==> src/rtl/pipeline_pkg.sv <==
// Shared definitions for the pipeline controller: FSM state encoding,
// the NOP opcode and the default halt opcode.
package pipeline_pkg;

    typedef enum logic [1:0] {
        IDLE   = 2'd0,
        RUN    = 2'd1,
        HALTED = 2'd2
    } ctrl_state_e;

    // Wide constants; users slice off the low INSTR_WIDTH bits.
    localparam logic [31:0] NOP_OPCODE          = 32'h0000_0000;
    localparam logic [31:0] HALT_OPCODE_DEFAULT = 32'hFFFF_FFFF;

endpackage

==> src/rtl/pipeline_controller_pipe_slot.sv <==
// pipe_slot: one pipeline stage register (opcode + valid).
// Control priority: flush (load NOP, valid 0) > hold > load.
module pipe_slot
    import pipeline_pkg::*;
#(
    parameter int INSTR_WIDTH = 8
) (
    input  logic                   clk,
    input  logic                   rst_n,
    input  logic                   flush,
    input  logic                   hold,
    input  logic                   load,
    input  logic [INSTR_WIDTH-1:0] d_opcode,
    input  logic                   d_valid,
    output logic [INSTR_WIDTH-1:0] opcode,
    output logic                   valid
);

    logic [INSTR_WIDTH-1:0] opcode_q, opcode_d;
    logic                   valid_q, valid_d;

    // Next-state selection for the slot contents.
    always_comb begin
        opcode_d = opcode_q;
        valid_d  = valid_q;
        if (flush) begin
            opcode_d = NOP_OPCODE[INSTR_WIDTH-1:0];
            valid_d  = 1'b0;
        end else if (!hold && load) begin
            opcode_d = d_opcode;
            valid_d  = d_valid;
        end
    end

    // Slot register, cleared asynchronously to a NOP bubble.
    always_ff @(posedge clk or negedge rst_n) begin
        if (!rst_n) begin
            opcode_q <= NOP_OPCODE[INSTR_WIDTH-1:0];
            valid_q  <= 1'b0;
        end else begin
            opcode_q <= opcode_d;
            valid_q  <= valid_d;
        end
    end

    assign opcode = opcode_q;
    assign valid  = valid_q;

endmodule

==> src/rtl/pipeline_controller.sv <==
// pipeline_controller: instruction pipeline sequencer with stall, cancel
// (flush), flags register and halt-on-retire.
// Optional feature macro: PIPELINE_CONTROLLER_PERF_EN adds saturating
// RETIRED_COUNT / BUBBLE_COUNT performance counters.
// Handshake: an instruction is transferred on a rising edge where
// INSTR_VALID and INSTR_READY are both high; INSTR_READY does not depend
// on INSTR_VALID. When INSTR_VALID is low a NOP bubble enters stage 0.
module pipeline_controller
    import pipeline_pkg::*;
#(
    parameter int                     NUM_STAGES  = 2,
    parameter int                     INSTR_WIDTH = 8,
    parameter int                     FLAG_WIDTH  = 7,
    parameter logic [INSTR_WIDTH-1:0] HALT_OPCODE = HALT_OPCODE_DEFAULT[INSTR_WIDTH-1:0]
) (
    input  logic                              CLK,
    input  logic                              RST_bar,
    input  logic [INSTR_WIDTH-1:0]            INSTR_IN,
    input  logic                              INSTR_VALID,
    output logic                              INSTR_READY,
    input  logic                              STALL,
    input  logic                              CANCEL,
    input  logic [FLAG_WIDTH-1:0]             FLAGS_IN,
    input  logic                              FLAGS_LOAD,
    output logic [FLAG_WIDTH-1:0]             FLAGS_OUT,
    output logic [NUM_STAGES*INSTR_WIDTH-1:0] STAGE_OPCODE,
    output logic [NUM_STAGES-1:0]             STAGE_VALID,
    output logic                              HALT,
    output logic [1:0]                        STATE_DBG
`ifdef PIPELINE_CONTROLLER_PERF_EN
    ,
    output logic [31:0]                       RETIRED_COUNT,
    output logic [31:0]                       BUBBLE_COUNT
`endif
);

    ctrl_state_e            state_q, state_d;
    logic                   halt_q, halt_d;
    logic [FLAG_WIDTH-1:0]  flags_q, flags_d;

    logic [INSTR_WIDTH-1:0] slot_op [NUM_STAGES];
    logic [NUM_STAGES-1:0]  slot_valid;

    logic in_run, last_valid, halt_retire, flush_all, hold_all, advance;

    assign in_run      = (state_q == RUN);
    assign last_valid  = slot_valid[NUM_STAGES-1];
    // The halting instruction leaves the last stage on this edge; CANCEL
    // still flushes everything behind it.
    assign halt_retire = in_run && last_valid && !STALL &&
                         (slot_op[NUM_STAGES-1] == HALT_OPCODE);
    assign flush_all   = in_run && CANCEL;
    assign hold_all    = !in_run || STALL;
    assign advance     = in_run && !STALL && !CANCEL;

    assign INSTR_READY = advance;

    genvar k;
    generate
        for (k = 0; k < NUM_STAGES; k++) begin : g_slot
            logic [INSTR_WIDTH-1:0] d_op;
            logic                   d_vld;
            if (k == 0) begin : g_head
                assign d_op  = INSTR_VALID ? INSTR_IN : NOP_OPCODE[INSTR_WIDTH-1:0];
                assign d_vld = INSTR_VALID;
            end else begin : g_tail
                assign d_op  = slot_op[k-1];
                assign d_vld = slot_valid[k-1];
            end
            pipe_slot #(.INSTR_WIDTH(INSTR_WIDTH)) u_slot (
                .clk      (CLK),
                .rst_n    (RST_bar),
                .flush    (flush_all),
                .hold     (hold_all),
                .load     (advance),
                .d_opcode (d_op),
                .d_valid  (d_vld),
                .opcode   (slot_op[k]),
                .valid    (slot_valid[k])
            );
            assign STAGE_OPCODE[k*INSTR_WIDTH +: INSTR_WIDTH] = slot_op[k];
        end
    endgenerate

    assign STAGE_VALID = slot_valid;

    // FSM next state and registered halt flag; HALTED is left only by reset.
    always_comb begin
        state_d = state_q;
        halt_d  = halt_q;
        case (state_q)
            IDLE:    state_d = RUN;
            RUN: begin
                if (halt_retire) begin
                    state_d = HALTED;
                    halt_d  = 1'b1;
                end
            end
            HALTED:  state_d = HALTED;
            default: state_d = IDLE;
        endcase
    end

    // Flags capture only for a real instruction at the end of the pipe.
    always_comb begin
        flags_d = flags_q;
        if (in_run && FLAGS_LOAD && last_valid) begin
            flags_d = FLAGS_IN;
        end
    end

    // FSM, halt and flags registers.
    always_ff @(posedge CLK or negedge RST_bar) begin
        if (!RST_bar) begin
            state_q <= IDLE;
            halt_q  <= 1'b0;
            flags_q <= '0;
        end else begin
            state_q <= state_d;
            halt_q  <= halt_d;
            flags_q <= flags_d;
        end
    end

    assign HALT      = halt_q;
    assign FLAGS_OUT = flags_q;
    assign STATE_DBG = state_q;

`ifdef PIPELINE_CONTROLLER_PERF_EN
    logic [31:0] retired_q, retired_d;
    logic [31:0] bubble_q, bubble_d;

    // Saturating event counters.
    always_comb begin
        retired_d = retired_q;
        bubble_d  = bubble_q;
        if (((advance && last_valid) || halt_retire) && (retired_q != 32'hFFFF_FFFF)) begin
            retired_d = retired_q + 32'd1;
        end
        if (in_run && (!last_valid || STALL) && (bubble_q != 32'hFFFF_FFFF)) begin
            bubble_d = bubble_q + 32'd1;
        end
    end

    // Counter registers.
    always_ff @(posedge CLK or negedge RST_bar) begin
        if (!RST_bar) begin
            retired_q <= '0;
            bubble_q  <= '0;
        end else begin
            retired_q <= retired_d;
            bubble_q  <= bubble_d;
        end
    end

    assign RETIRED_COUNT = retired_q;
    assign BUBBLE_COUNT  = bubble_q;
`endif

endmodule

==> config.mk <==
export PLATFORM = sky130hd
export DESIGN_NAME = pipeline_controller
export DESIGN_NICKNAME = d
export VERILOG_FILES = /design/src/rtl/pipeline_pkg.sv /design/src/rtl/pipeline_controller_pipe_slot.sv /design/src/rtl/pipeline_controller.sv
export SDC_FILE = /design/constraint.sdc
export NUM_CORES = 1
export LEC_CHECK = 0
export BUFFER_PORTS_ARGS = -buffer_cell sky130_fd_sc_hd__buf_2
export CORE_ASPECT_RATIO = 0.7
export CORE_MARGIN = 3
export CORE_UTILIZATION = 30
export DETAILED_ROUTE_END_ITERATION = 8
export PLACE_DENSITY_LB_ADDON = 0.2
export SLEW_MARGIN = 20
export SYNTH_ARGS = -nofsm -noshare
export SYNTH_HDL_FRONTEND = slang
export SYNTH_SLANG_ARGS = --single-unit
==> constraint.sdc <==
create_clock -name CLK -period 2.15 [get_ports CLK]
set_input_delay 0.1075 -clock CLK [delete_from_list [all_inputs] [get_ports CLK]]
set_output_delay 0.1075 -clock CLK [all_outputs]
set_load 0.01 [all_outputs]
# Word level (Yosys, flattened, before mapping)
# Cells that the tools add are included.
dict set report word_totals {
  regBits 28
  inputBits 21
  latchBits 0
  n_memories 0
  romBits 0
  ramBits 0
  output_inout_bits 29
  wordCells 39
}
dict set report classes {
  magnitude_cmp 0
  n_div 0
  n_mul 0
  reduce_logical 17
  eq_ne 4
  muxes 11
  shift 0
  add_sub_neg 0
  n_bitwise 0
}
# cell n
set op_table {}
lappend op_table {{8-bit 2-to-1 mux} 5}
lappend op_table {{1-bit logical AND} 9}
lappend op_table {{8-bit equality test, second input constant} 1}
lappend op_table {{2-bit case mux with 3 select lines} 1}
lappend op_table {{1-bit zero test} 4}
lappend op_table {{1-bit 2-to-1 mux} 4}
lappend op_table {{2-bit by 1-bit equality test with 1-bit output, second input constant} 1}
lappend op_table {{2-bit equality test, second input constant} 1}
lappend op_table {{2-bit zero test} 1}
lappend op_table {{2-bit 2-to-1 mux} 1}
lappend op_table {{2-bit by 1-bit != test with 1-bit output, second input constant} 1}
lappend op_table {{2-bit AND reduction} 1}
lappend op_table {{2-bit nonzero test} 1}
lappend op_table {{1-bit logical OR} 1}

# Logic depth before layout (Yosys ltp)
dict set report logic_depth {
  depth_word 7
  mapped_depth 6
  mapped_depth_nobuf 5
}

# Cells and area by module
# Synthesis repeated with hierarchy kept, for this count alone.
dict set report unflattened {
  cells_unflattened 119
  area_unflattened_um2 1430.1
}
# mod area_each_um2 seq_area_each_um2 n_inst cells_per_inst
set by_module_without_submodules {}
lappend by_module_without_submodules {pipe_slot 457.9 225.2 2 38}
lappend by_module_without_submodules {pipeline_controller 514.2 250.2 1 43}

# Worst setup path after synthesis
# OpenSTA, ideal clock, no wires.
dict set report synth_timing {
  path_kind {flip-flop to flip-flop}
  startpoint {register state_q[1], in the netlist STATE_DBG[1]}
  endpoint {register g_slot[0].u_slot.opcode_q[0]}
  required_time_ps 2029
  setup_slack_ps 738
  period_less_slack_ps 1412
  t_arrival_ps 1291
  setup_time_ps 121
  path_buffers 1
  path_stages_with_launch 7
  cell_sequence {dfrtp_1 inv_1 ha_1 nor3b_1 and2_1 buf_2 a22o_1}
}
dict set report synth_between {
  elab_chain_len 6
  elab_cells_between_ends 10
  classes_between {1 x eq/ne; 1 x mux; 8 x reduce/logical}
}
# item line_no
set synth_rtl {}
lappend synth_rtl {{start, declared} pipeline_controller.sv:37} ;# ctrl_state_e state_q, state_d;
lappend synth_rtl {{start signal, assigned} pipeline_controller.sv:119} ;# state_q <= state_d;
lappend synth_rtl {{2-bit by 1-bit equality test with 1-bit output *} pipeline_controller.sv:46} ;# assign in_run = (state_q == RUN);
lappend synth_rtl {{1-bit zero test} pipeline_controller.sv:53} ;# assign hold_all = !in_run || STALL;
lappend synth_rtl {{1-bit logical OR} pipeline_controller.sv:53}
lappend synth_rtl {{1-bit zero test} pipeline_controller_pipe_slot.sv:29} ;# end else if (!hold && load) begin
lappend synth_rtl {{1-bit logical AND} pipeline_controller_pipe_slot.sv:29}
lappend synth_rtl {{2-bit nonzero test (no source line)} -}
lappend synth_rtl {{end signal, assigned} pipeline_controller_pipe_slot.sv:38} ;# opcode_q <= NOP_OPCODE[INSTR_WIDTH-1:0];
lappend synth_rtl {{end signal, assigned} pipeline_controller_pipe_slot.sv:41} ;# opcode_q <= opcode_d;
lappend synth_rtl {{end, declared} pipeline_controller_pipe_slot.sv:19} ;# logic [INSTR_WIDTH-1:0] opcode_q, opcode_d;
# Mark *: on every way between the ends. The rest lies on a longest branch, timed or not.
# A chain may end at the register's enable or synchronous reset.

# Worst setup path in the final report
dict set report layout_timing {
  startpoint {register state_q[1], in the netlist STATE_DBG[1]}
  endpoint {output port INSTR_READY}
}
dict set report layout_between {
  elab_chain_len 3
}
# item line_no
set layout_rtl {}
lappend layout_rtl {{2-bit by 1-bit equality test with 1-bit output} pipeline_controller.sv:46}
lappend layout_rtl {{1-bit logical AND (2 in series)} pipeline_controller.sv:54} ;# assign advance = in_run && !STALL && !CANCEL;
lappend layout_rtl {{end, declared} pipeline_controller.sv:20} ;# output logic INSTR_READY,
# Every way passes these cells.

==> impl_metrics.tcl <==
set metrics [dict create \
    status "completed" \
    synthDominantCellAreaShare 0.6356 \
    peakVddDrop_v 0.0002707 \
    area_growth_pct 29.97 \
    die_area_um2 4449 \
    antenna_found_initial 0 \
    drc_errors 0 \
    maxCapViolations 0 \
    setup_viol 0 \
    maxSlewHeadroom 0.5200 \
    hold_class "input pin to register" \
    worstPathRequired_ps 2040 \
    routed_wl_mm 2.365 \
    vias 800 \
    io_pins 50 \
    drv_slew 0 \
    critPathArrivalTime_ps 1610 \
    htree_levels 1 \
    power_frac_comb 0.158 \
    clkSinkCount 28 \
    min_path_cells 2 \
    fin_util 0.4290 \
    synth_area_um2 1102 \
    hold_viol_final 0 \
    ys_seq_elements 28 \
    reg2reg_from "STATE_DBG[1]" \
    cts_root_buffer "clkbuf_8" \
    antenna_left 0 \
    start_util 0.3301 \
    finalSetupTns_ps 0 \
    clockBufferDepth 2 \
    avgSynthCellArea_um2 14.50 \
    clk_latency_ps 260 \
    grt_pass1_wl_mm 3.857 \
    synth_area_leaders "dfrtp_1 64%, a22o_1 14%, mux2_2 7.2%" \
    leakage_nw 0.7865 \
    end_kind "primary output" \
    cts_tree "done" \
    timing_worst_slew_pin_value_ps 719.9 \
    die_w_um 78.45 \
    period_share 0.7968 \
    final_cell_mix "49 x buf_2, 28 x dfrtp_1, 17 x a22o_1, 7 x mux2_2, 4 x inv_1" \
    path_clk_slew_ps 90 \
    drt_first_iter_violations 17 \
    io_buffers 49 \
    clkPwrFrac 0.262 \
    fin_crit_ps 1713 \
    cp_max_fo 10 \
    netlist-cell-type-count 17 \
    skew_ps 2.501 \
    whs_ps 50.22 \
    ys.warnings.count 0 \
    drive_above_1_share 0.4960 \
    drtPass1Iterations 4 \
    worstSetupStartpoint "STATE_DBG[1]" \
    register_area_um2 700.7 \
    p_int_uw 782.3 \
    cts_made_buffers 3 \
    cts_setup_buffers 0 \
    wl_per_cell_um 13.75 \
    regToRegEndpoint "g_slot[0].u_slot.opcode[2]" \
    hpwl_mm 1.825 \
    r2r_slack_ps 570 \
    grt_pass1_vias 826 \
    power.density_nw_per_um2 719.6 \
    core_area_um2 3339 \
    rsz0062_at_grt "false" \
    p_switching_uw 248.6 \
    grt_start_max_net_pins 29 \
    nets 150 \
    synth_top_cell_by_area "dfrtp_1" \
    power_frac_seq 0.579 \
    viasPerCell 4.651 \
    multiInputGateArea_um2 354.1 \
    grt_overflow_total 0 \
    synth_cells 76 \
    row_count 17 \
    antenna_cells 0 \
    max_freq_ghz 0.5837 \
    gp_congestion 0.6931 \
    grt_usage 0.1111 \
    nFillCells 332 \
    rr_worst_depth 5 \
    path_class "register to primary output" \
    worst_setup_path_start_kind "register" \
    syn_nets 99 \
    die-height_um 56.72 \
    yosysSeqAreaShare 0.6356 \
    final_common_cell "buf_2" \
    swShare 0.2411 \
    cp-endpoint "INSTR_READY" \
]
-- critical path: stages, from the launching register on --
cell and delay [ps]:
dfrtp_1 390, inv_1 80, ha_1 250, nor3b_1 250
buf_4 220, buf_2 150
-- cell usage after synthesis --
master	instances
a22o_1	17
and2_1	1
dfrtp_1	28
o21ai_2	1
a21o_1	1
nand3_1	2
o41ai_1	1
mux2_1	2
buf_2	2
nand2_1	2
ha_1	2
buf_4	3
inv_1	4
nor3b_1	1
mux2_2	7
nand4_1	1
o41ai_2	1
-- what timing repair did --
action                                 CTS  global route
hold buffers                             1             0
gates resized for setup                  0             0
endpoints found under the hold margin   28             0
-- cell families after synthesis --
| group | after synthesis | synth area share |
|---|---|---|
| AOI/OAI and AO/OA | 21 | 0.1725 |
| adders and majority gates | 2 | 0.02270 |
| buffers and inverters | 9 | 0.04313 |
| DFF | 28 | 0.6356 |
| muxes | 9 | 0.09194 |
| and+or+nand+nor | 7 | 0.03406 |
-- power by group through the flow --
stage | Combinational, mW | Sequential, mW | Clock [mW]
6_report | 0.163 | 0.597 | 0.270
5_1_grt | 0.180 | 0.606 | 0.299
4_1_cts | 0.169 | 0.598 | 0.285
3_5_place_dp | 0.167 | 0.609 | 0
3_3_place_gp | 0.164 | 0.605 | 0
2_1_floorplan | 0.0581 | 0.631 | 0
-- through the flow --
step	instances	worst slack [ps]	instance area, um2	power [mW]
3_5_place_dp	168	557.5	1381	0.7759
4_1_cts	172	416.5	1433	1.052
5_1_grt	172	248.5	1433	1.085
3_3_place_gp	168	627.9	1381	0.7690
2_1_floorplan	76	738.3	1102	0.6890
6_report	172	436.9	1433	1.031
-- flip-flops by register name, indices dropped and copies added, names as in the netlist --
signal                cells
g_slot.u_slot.opcode     16
FLAGS_OUT                 7
STATE_DBG                 2
g_slot.u_slot.valid       2
HALT                      1
-- per-layer routing --
layer  vias to the layer above  share of wire  wire [um]  GRT usage
met5                         -              0          0          0
met1                       386           0.46       1092     0.1451
li1                        379              -          -          -
met2                        33           0.45       1071     0.1780
met4                         0         0.0047         11    0.01496
met3                         2          0.079        188    0.04487
-- final cells by class --
class                   instances  area share
clock buffers                   3     0.02882
inverters                       4     0.01048
multi-input cells              39      0.2472
flip-flops and latches         28      0.4891
well taps                      47     0.04105
repair buffers                 51      0.1834
-- worst min-delay path by stage --
| stage | from | end |
|---|---|---|
| floorplan | RST_bar | FLAGS_OUT[0] |
| global placement | RST_bar | HALT |
| detailed placement | RST_bar | HALT |
| CTS | INSTR_IN[0] | g_slot[0].u_slot.opcode[0] |
| global route | INSTR_IN[0] | g_slot[0].u_slot.opcode[0] |
| finish | INSTR_IN[7] | g_slot[0].u_slot.opcode[7] |
Note: power is estimated with default switching activity, not from simulation.
